[src/rtl/uart_pkg.sv]
// Shared constants and types for the UART transmit path.
// The launch sequencer's state type lives here so checkers can decode the debug state output.
package uart_pkg;

  localparam int UART_DW   = 8;
  localparam int TXQ_DEPTH = 16;

  typedef enum logic [1:0] {
    IDLE      = 2'd0,
    LAUNCH    = 2'd1,
    WAIT_BUSY = 2'd2,
    WAIT_DONE = 2'd3
  } txq_state_t;

endpackage

[src/rtl/uart_tx_queue_if.sv]
// Bundle between a byte producer / UART transmitter pair and the uart_tx_queue block.
// The slave modport is the queue's view; the master modport is the environment's view.
interface uart_tx_queue_if
  import uart_pkg::*;
#(
  parameter int DW = UART_DW,
  parameter int LW = $clog2(TXQ_DEPTH) + 1
);

  // Producer handshake: a byte transfers on every rising edge where i_valid && o_ready.
  // i_valid may be raised regardless of o_ready; offering while o_ready is low drops the byte
  // and sets the sticky o_overflow. Transmitter side: o_tx_start is a one-cycle strobe,
  // o_tx_data holds until the next strobe, i_tx_busy is the transmitter's serialising flag.
  logic          i_valid;
  logic [DW-1:0] i_data;
  logic          o_ready;
  logic          o_tx_start;
  logic [DW-1:0] o_tx_data;
  logic          i_tx_busy;
  logic [LW-1:0] o_level;
  logic          o_overflow;

  modport slave (
    input  i_valid, i_data, i_tx_busy,
    output o_ready, o_tx_start, o_tx_data, o_level, o_overflow
  );

  modport master (
    output i_valid, i_data, i_tx_busy,
    input  o_ready, o_tx_start, o_tx_data, o_level, o_overflow
  );

endinterface

[src/rtl/uart_tx_queue_sync_fifo.sv]
// Synchronous first-word-fall-through FIFO: o_dout always shows the head entry.
// Pointers wrap modulo DEPTH (power of two); push when full and pop when empty are ignored.
module sync_fifo
  import uart_pkg::*;
#(
  parameter int DW    = UART_DW,
  parameter int DEPTH = TXQ_DEPTH,
  parameter int LW    = $clog2(DEPTH) + 1
) (
  input  logic          clk,
  input  logic          i_reset,
  input  logic          i_push,
  input  logic          i_pop,
  input  logic [DW-1:0] i_din,
  output logic [DW-1:0] o_dout,
  output logic [LW-1:0] o_level,
  output logic          o_full,
  output logic          o_empty
);

  localparam int AW = $clog2(DEPTH);

  logic [DW-1:0] r_mem [DEPTH];
  logic [AW-1:0] r_wr_ptr;
  logic [AW-1:0] r_rd_ptr;
  logic [LW-1:0] r_level;
  logic          w_do_push;
  logic          w_do_pop;

  assign o_full    = (r_level == LW'(DEPTH));
  assign o_empty   = (r_level == '0);
  assign w_do_push = i_push && !o_full;
  assign w_do_pop  = i_pop && !o_empty;
  assign o_dout    = r_mem[r_rd_ptr];
  assign o_level   = r_level;

  always_ff @(posedge clk) begin
    if (!i_reset) begin
      r_wr_ptr <= '0;
      r_rd_ptr <= '0;
      r_level  <= '0;
    end else begin
      if (w_do_push) r_wr_ptr <= r_wr_ptr + AW'(1);
      if (w_do_pop)  r_rd_ptr <= r_rd_ptr + AW'(1);
      // Simultaneous push and pop leaves the level unchanged.
      case ({w_do_push, w_do_pop})
        2'b10:   r_level <= r_level + LW'(1);
        2'b01:   r_level <= r_level - LW'(1);
        default: r_level <= r_level;
      endcase
    end
  end

  // Storage needs no reset: an entry is only read after it has been written.
  always_ff @(posedge clk) begin
    if (w_do_push) r_mem[r_wr_ptr] <= i_din;
  end

endmodule

[src/rtl/uart_tx_queue.sv]
// Byte queue and launch sequencer feeding a UART transmitter's start/data/busy interface.
// Holds bytes in sync_fifo and launches one byte per transmitter frame.
module uart_tx_queue
  import uart_pkg::*;
#(
  parameter int DW    = UART_DW,
  parameter int DEPTH = TXQ_DEPTH,
  parameter int LW    = $clog2(DEPTH) + 1
) (
  input  logic            clk,
  input  logic            i_reset,
  uart_tx_queue_if.slave  bus,
  output txq_state_t      o_state
);

  txq_state_t    r_state;
  txq_state_t    w_next;
  logic          r_tx_start;
  logic [DW-1:0] r_tx_data;
  logic          r_overflow;

  logic          w_ready;
  logic          w_push;
  logic          w_pop;
  logic [DW-1:0] w_dout;
  logic [LW-1:0] w_level;
  logic          w_full;
  logic          w_empty;

  // Ready comes from the registered level only, so a pop in the same cycle cannot free a full queue.
  assign w_ready = !w_full;
  assign w_push  = bus.i_valid && w_ready;
  assign w_pop   = (r_state == LAUNCH);

  sync_fifo #(
    .DW    (DW),
    .DEPTH (DEPTH),
    .LW    (LW)
  ) u_fifo (
    .clk     (clk),
    .i_reset (i_reset),
    .i_push  (w_push),
    .i_pop   (w_pop),
    .i_din   (bus.i_data),
    .o_dout  (w_dout),
    .o_level (w_level),
    .o_full  (w_full),
    .o_empty (w_empty)
  );

  always_comb begin
    w_next = r_state;
    case (r_state)
      IDLE:      if (!w_empty && !bus.i_tx_busy) w_next = LAUNCH;
      LAUNCH:    w_next = WAIT_BUSY;
      WAIT_BUSY: if (bus.i_tx_busy) w_next = WAIT_DONE;
      WAIT_DONE: if (!bus.i_tx_busy) w_next = IDLE;
      default:   w_next = IDLE;
    endcase
  end

  // Strobe and data load on the edge into LAUNCH so both are valid together during LAUNCH;
  // the FIFO head is then popped at the end of LAUNCH.
  always_ff @(posedge clk) begin
    if (!i_reset) begin
      r_state    <= IDLE;
      r_tx_start <= 1'b0;
      r_tx_data  <= '0;
      r_overflow <= 1'b0;
    end else begin
      r_state    <= w_next;
      r_tx_start <= (w_next == LAUNCH);
      if (w_next == LAUNCH) r_tx_data <= w_dout;
      if (bus.i_valid && !w_ready) r_overflow <= 1'b1;
    end
  end

  assign bus.o_ready    = w_ready;
  assign bus.o_tx_start = r_tx_start;
  assign bus.o_tx_data  = r_tx_data;
  assign bus.o_level    = w_level;
  assign bus.o_overflow = r_overflow;
  assign o_state        = r_state;

endmodule
[src/flat_wrapper.sv]
// flat-port wrapper written by rule: the top's interface ports become plain ports
module uart_tx_queue_flat import uart_pkg::*;
#(
  parameter int DW    = UART_DW,
  parameter int DEPTH = TXQ_DEPTH,
  parameter int LW    = $clog2(DEPTH) + 1
)
  (clk, i_reset, o_state, bus_i_valid, bus_i_data, bus_i_tx_busy, bus_o_ready, bus_o_tx_start, bus_o_tx_data, bus_o_level, bus_o_overflow);
  uart_tx_queue_if #(.DW(DW), .LW(LW)) bus_i ();
  input  logic clk;
  input  logic i_reset;
  output txq_state_t o_state;
  input wire logic [$bits(bus_i.i_valid)-1:0] bus_i_valid;
  input wire logic [$bits(bus_i.i_data)-1:0] bus_i_data;
  input wire logic [$bits(bus_i.i_tx_busy)-1:0] bus_i_tx_busy;
  output wire logic [$bits(bus_i.o_ready)-1:0] bus_o_ready;
  output wire logic [$bits(bus_i.o_tx_start)-1:0] bus_o_tx_start;
  output wire logic [$bits(bus_i.o_tx_data)-1:0] bus_o_tx_data;
  output wire logic [$bits(bus_i.o_level)-1:0] bus_o_level;
  output wire logic [$bits(bus_i.o_overflow)-1:0] bus_o_overflow;
  assign bus_i.i_valid = bus_i_valid;
  assign bus_i.i_data = bus_i_data;
  assign bus_i.i_tx_busy = bus_i_tx_busy;
  assign bus_o_ready = bus_i.o_ready;
  assign bus_o_tx_start = bus_i.o_tx_start;
  assign bus_o_tx_data = bus_i.o_tx_data;
  assign bus_o_level = bus_i.o_level;
  assign bus_o_overflow = bus_i.o_overflow;
  uart_tx_queue #(.DW(DW), .DEPTH(DEPTH), .LW(LW)) u_core (.clk(clk), .i_reset(i_reset), .bus(bus_i), .o_state(o_state));
endmodule
[config.mk]
export PLATFORM = sky130hd
export DESIGN_NAME = uart_tx_queue_flat
export DESIGN_NICKNAME = d
export VERILOG_FILES = /design/src/rtl/uart_pkg.sv /design/src/rtl/uart_tx_queue_if.sv /design/src/rtl/uart_tx_queue_sync_fifo.sv /design/src/rtl/uart_tx_queue.sv /design/src/flat_wrapper.sv
export SDC_FILE = /design/constraint.sdc
export NUM_CORES = 1
export LEC_CHECK = 0
export ABC_CLOCK_PERIOD_IN_PS = 3600
export CORE_MARGIN = 2
export CORE_UTILIZATION = 40
export CTS_CLUSTER_SIZE = 24
export DETAILED_ROUTE_END_ITERATION = 8
export PLACE_DENSITY = 0.66
export SETUP_SLACK_MARGIN = 0.5
export SYNTH_ARGS = -nofsm -noshare
export SYNTH_HDL_FRONTEND = slang
export SYNTH_HIERARCHICAL = 1
export SYNTH_SLANG_ARGS = --single-unit
[constraint.sdc]
create_clock -name clk -period 3.6 [get_ports clk]
set_input_delay 0.36 -clock clk [delete_from_list [all_inputs] [get_ports clk]]
set_output_delay 0.36 -clock clk [all_outputs]
set_load 0.1 [all_outputs]
# Yosys cells after proc, flatten, opt, wreduce, memory -nomap -nowiden
# Memories as Yosys holds them, arrays and structs flattened. A register that Yosys moved wholly into a read port is not among the register bits.
# Cells that the tools add are included.
# word_totals
register_bits	17
input_bits	12
ramBits	128
memories	1
rom_bits	0
latch_bits	0
out_inout_bits	18
# memory_table
name	depth	word_bits	read_ports	rd_ports_with_merged_regs	write_ports	line_no	source
u_core.u_fifo.r_mem	16	8	1	1	1	uart_tx_queue_sync_fifo.sv:23	logic [DW-1:0] r_mem [DEPTH];
# classes
bitwise_logic	0
n_eq_ne	7
div_mod_pow	0
magnitude_cmp	0
reduce_logical	12
mul	0
shift	0
n_addsub	4
mux	7
# op_table
operator	count
$pmux W5 S2	1
$add A4 B1 Y4 const B	2
$pmux W2 S4	1
$eq A2 B1 Y1 const B	3
$eq A2 B2 Y1 const B	3
$mux W2	3
$add A5 B1 Y5 const B	1
$eq A5 B5 Y1 const B	1
$logic_and A1 B1 Y1	5
$logic_not A5 Y1	1
$sub A5 B1 Y5 const B	1
$logic_not A1 Y1	4
$logic_not A2 Y1	1
$mux W1	2
$reduce_bool A2 Y1	1

# Depth between registers and ports, before layout
# depth
depth_word	6
depth_mapped	16

# Hierarchy
# The synthesis kept the hierarchy.
# modules_own_cells
module	area_per_inst_um2	seq_area_each_um2	cells_each	instances
sync_fifo	5823.1	4184.0	326	1
uart_tx_queue	475.5	240.2	51	1

# Least setup slack after synthesis
# OpenSTA, ideal clock, no wires.
# synth_path
path_kind	register to register
start	reg u_core.u_fifo.r_level[1] (netlist: u_core/u_fifo/o_level[1])
end	reg u_core.u_fifo.r_level[4] (netlist: u_core/u_fifo/o_level[4])
period_less_slack_ps	3569
stages_incl_launch_ff	17
required_ps	3528
n_path_buf	4
t_arrival_ps	3497
path_slack_ps	31
path_cell_list	dfxtp_1 > buf_6 > or4_4 > buf_6 > nor2_1 > nor2b_1 > o21a_1 > buf_6 > inv_2 > ha_1 > clkbuf_1 > xor2_1 > ha_1 > inv_1 > a21o_1 > a221oi_1 > mux2i_1
# synth_between
elab_chain_len	6
elab_cells_between_ends	13
cone_classes	add/sub: 2; eq/ne: 3; mux: 1; reduce/logical: 7
# synth_rtl
element	line_no	source
start, declared	uart_tx_queue_sync_fifo.sv:26	logic [LW-1:0] r_level;
start signal, assigned	uart_tx_queue_sync_fifo.sv:47	2'b10: r_level <= r_level + LW'(1);
start signal, assigned	uart_tx_queue_sync_fifo.sv:48	2'b01: r_level <= r_level - LW'(1);
start signal, assigned	uart_tx_queue_sync_fifo.sv:49	default: r_level <= r_level;
$eq A5 B5 Y1 (*)	uart_tx_queue_sync_fifo.sv:30	assign o_full = (r_level == LW'(DEPTH));
via u_core.w_full	uart_tx_queue.sv:27	logic w_full;
$logic_not A1 Y1 (*)	uart_tx_queue.sv:31	assign w_ready = !w_full;
$logic_and A1 B1 Y1 (*)	uart_tx_queue.sv:32	assign w_push = bus.i_valid && w_ready;
via u_core.w_push	uart_tx_queue.sv:23	logic w_push;
$logic_and A1 B1 Y1 (*)	uart_tx_queue_sync_fifo.sv:32	assign w_do_push = i_push && !o_full;
$eq A2 B1 Y1 or $eq A2 B2 Y1 (tied branches)	uart_tx_queue_sync_fifo.sv:46	case ({w_do_push, w_do_pop})
$pmux W5 S2 or $reduce_bool A2 Y1 (tied branches)	-	
# Mark *: on every way through the listed nets, which the timed path passes. The rest lies on a longest branch.
# A chain may end at the register's enable or synchronous reset.

# Worst setup path after layout
# layout_path
start	reg u_core.u_fifo.r_level[1] (netlist: u_core/u_fifo/o_level[1])
end	out bus_o_ready
# layout_between
elab_chain_len	2
# layout_rtl
element	line_no	source
$eq A5 B5 Y1	uart_tx_queue_sync_fifo.sv:30	
via u_core.w_full	uart_tx_queue.sv:27	
$logic_not A1 Y1	uart_tx_queue.sv:31	
end, declared	flat_wrapper.sv:16	output wire logic [$bits(bus_i.o_ready)-1:0] bus_o_ready;
# The timed path passes the listed nets, and every way through them passes these cells.

==> summary.txt <==
STA
  – Setup TNS: 0 ns
  – Setup Viol. Count Final: 0
  – Final hold vios: 0
  – Max Slew Vio Count: 0
  – Crit share post-route: 0.803
  – RSZ-0062 raised after global routing: no
  – Rel. slew slack: 0.304
  – Worst Tran Pin Value: 1.04 ns
  – Crit path time final: 2.89 ns
  – Worst Skew: 0.0142 ns
  – Fmax achieved: 0.346 GHz
  – Final WS setup: 0.709 ns

Setup path
  – Critical path capture point type: output port
  – Startpoint Class: register
  – Reg-to-Reg End: u_core/u_fifo/o_level[2]
  – Setup crit end: bus_o_ready
  – Max incr delay on CP: 0.96 ns
  – Crit-path cells: or4_4 > nor2_2 > inv_1 > clkdlybuf4s50_1
  – Reg2Reg Depth: 12
  – Critical Path AT: 2.53 ns
  – FF-to-FF Start: u_core/u_fifo/o_level[1]
  – Slowest CP cell: clkdlybuf4s50_1
  – Crit path from: u_core/u_fifo/o_level[1]
  – Required time of the critical path: 3.24 ns
  – Crit path kind: reg2out
  – R2R Setup Slk: 0.74 ns
  – Crit-path max FO: 9

Place
  – Placed Area: 0.00689 mm²
  – Cell count after placement: 613
  – Final HPWL DP: 7810 µm
  – Pre-CTS setup slack: 0.500 ns
  – Placer Congestion: 0.768
  – Port Buffers: 29

Finish
  – # diodes: 0
  – Area Overhead vs Synth: 18.5%
  – Seq. cell area: 0.00444 mm²
  – Filler instances: 1310
  – Non-filler cells in the finished layout: 645
  – Layout cell share with drive strength beyond 1: 0.210
  – Nets: 441
  – Layout Utilization: 0.488
  – Final Cell Area: 0.00747 mm²
  – Area of the multi-input gates: 0.00174 mm²

Clock tree
  – Post-CTS setup buffers: 0
  – Clock root cell: clkbuf_16
  – CTS tree: yes
  – Clock insertion delay at the later pin of the skew report: 0.42 ns
  – Sink Count: 157
  – H-tree Lvls: 4
  – Worst-path clk slew: 0.06 ns
  – CTS resizes: 0
  – CTS buffer count: 17
  – Maximum clock path buffer count: 2
  – # hold bufs at CTS: 0

Power and ir drop
  – PD cells: 567 mW/mm²
  – LEAKAGE: 2.45 nW
  – Maximum VDD drop: 0.338 mV

GRT
  – GRT Overall Usage: 0.157
  – Pin count of the biggest net entering global routing: 33
  – Vias in the first global route: 3385
  – Initial antenna violation count: 0
  – Grt total ovfl: 0
  – First-pass GRT wire length: 18900 µm

Min path
  – Hold/Removal Path Class: reg2reg
  – Hold Path Stages: 2
  – Hold Path Origin: u_core/bus.o_tx_data[7]

Synthesis
  – Post-synth EDFFs: 128
  – Async set-or-reset flop fraction in the synthesized netlist: 0
  – Syn_nets: 397
  – Mapped cell area: 0.00630 mm²
  – Synthesized flop and latch total: 157
  – Synth warn: 6
  – Register area share after synthesis: 0.702
  – Ranking of synthesized cells by area: edfxtp_1 (61%), mux4_2 (11%), dfxtp_1 (9.2%)
  – Leading area contributor after synthesis: edfxtp_1
  – Share of the synthesized area in the top cell type: 0.610
  – Ys flop type: edfxtp_1
  – Mapped Cells: 377
  – Unique masters post-synth: 42
  – Synth Area per Inst: 16.7 µm²

Drt
  – Antenna Nets Post-Route: 0
  – Initial DRC count: 264
  – Drt drc: 0
  – Vias per cell: 5.16
  – Drt total wl: 12000 µm
  – Wire per inst: 18.5 µm
  – Pre-Repair DR Iteration Count: 4
  – Routed via count: 3327

Floorplanning
  – Die Span Y: 129 µm
  – Core Area: 0.0153 mm²
  – Die ar.: 0.0168 mm²
  – Row cnt: 45
  – Die W: 129 µm
  – IO Pins: 30
  – Initial Util: 0.411

Job
  – Max-cap violation count: 0

Outcome
  – Status: completed
==> worst min-delay path by stage <==
stage	to	slack (ns)
global placement	u_core/bus.o_tx_data[1]	0.44
CTS	u_core/bus.o_tx_data[7]	0.46
detailed placement	u_core/bus.o_tx_data[7]	0.45
floorplan	u_core/u_fifo/r_mem[0][0]	0.46
finish	u_core/bus.o_tx_data[7]	0.46
global route	u_core/bus.o_tx_data[5]	0.48
==> layer usage <==
layer / GRT usage / wire (µm) / up-vias
met4: 0.0797 / 199 / 0
met2: 0.252 / 5900 / 91
li1: - / - / 1538
met1: 0.202 / 5230 / 1684
met3: 0.0388 / 627 / 14
met5: 0 / 0 / -
==> report_power, final <==
| group | internal (mW) | leakage [nW] | switching, mW |
|---|---|---|---|
| Clock | 1.02 | 0.265 | 0.673 |
| Sequential | 2.01 | 1.40 | 0.0425 |
| Combinational | 0.166 | 0.789 | 0.321 |
==> placed cells by master (no fill, tap or decap), types with 4 or more instances in the layout <==
cell,n
nor2_1,29
nand2b_1,4
mux2i_1,13
o21a_1,5
buf_4,19
nand2_1,33
clkbuf_16,17
clkbuf_1,4
nor3_1,5
mux4_2,32
clkdlybuf4s50_1,29
ha_1,7
inv_1,9
dfxtp_2,4
dfxtp_1,23
edfxtp_1,128
a22oi_1,16
xor2_1,5
nor2b_1,5
==> stage by stage <==
step / power [mW] / hold WS [ns]
floorplan: 2.46 / 0.459
global placement: 2.57 / 0.441
detailed placement: 2.58 / 0.454
CTS: 4.27 / 0.462
global route: 4.38 / 0.481
finish: 4.23 / 0.459
==> sequential cells by signal, summed over array words and instances (netlist names), named ones only <==
signal                  count
u_core/u_fifo/o_level       5
u_core/bus.o_tx_start       1
u_core/u_fifo/r_wr_ptr      4
u_core/u_fifo/r_rd_ptr      4
u_core/bus.o_tx_data        8
u_core/u_fifo/r_mem       128
u_core/bus.o_overflow       1
u_core/o_state              2
==> worst max-delay path, delay by kind of cell (launching register included) <==
kind / cells / cell delay [ns]
simple gates: 2 / 0.73
flops: 1 / 0.37
buf+inv: 2 / 1.02
==> synthesized netlist by cell type (2+ instances only) <==
cell type and count:
nand2b_1 4, clkbuf_1 11, edfxtp_1 128, nand2_1 33, nor2_1 30, o211ai_1 2
a21oi_1 3, buf_2 5, inv_1 9, mux4_2 32, buf_1 3, nor3_1 5
ha_1 8, and2_1 3, nand3b_1 2, mux2i_1 13, o21a_1 6, nor2b_1 5
buf_6 4, a22oi_1 16, xor2_1 5, dfxtp_1 29, nand3_1 2
==> cell type report <==
class,count,share of cell area
Tap cell,211,0.0354
Timing Repair Buffer,48,0.0580
Sequential cell,157,0.594
Inverter,10,0.00503
Clock inverter,11,0.0158
Multi-Input combinational cell,187,0.233
Clock buffer,21,0.0590
==> cells by family after synthesis <==
group | after synthesis | synth area share
AND/OR/NAND/NOR | 91 | 0.0677
XOR/XNOR | 6 | 0.00834
AO/OA/AOI/OAI | 37 | 0.0451
buffers and inverters | 33 | 0.0254
adder cells (fa/ha/maj) | 8 | 0.0159
flip-flops | 157 | 0.702
multiplexers | 45 | 0.135
Power figures use the tool's default switching activity.
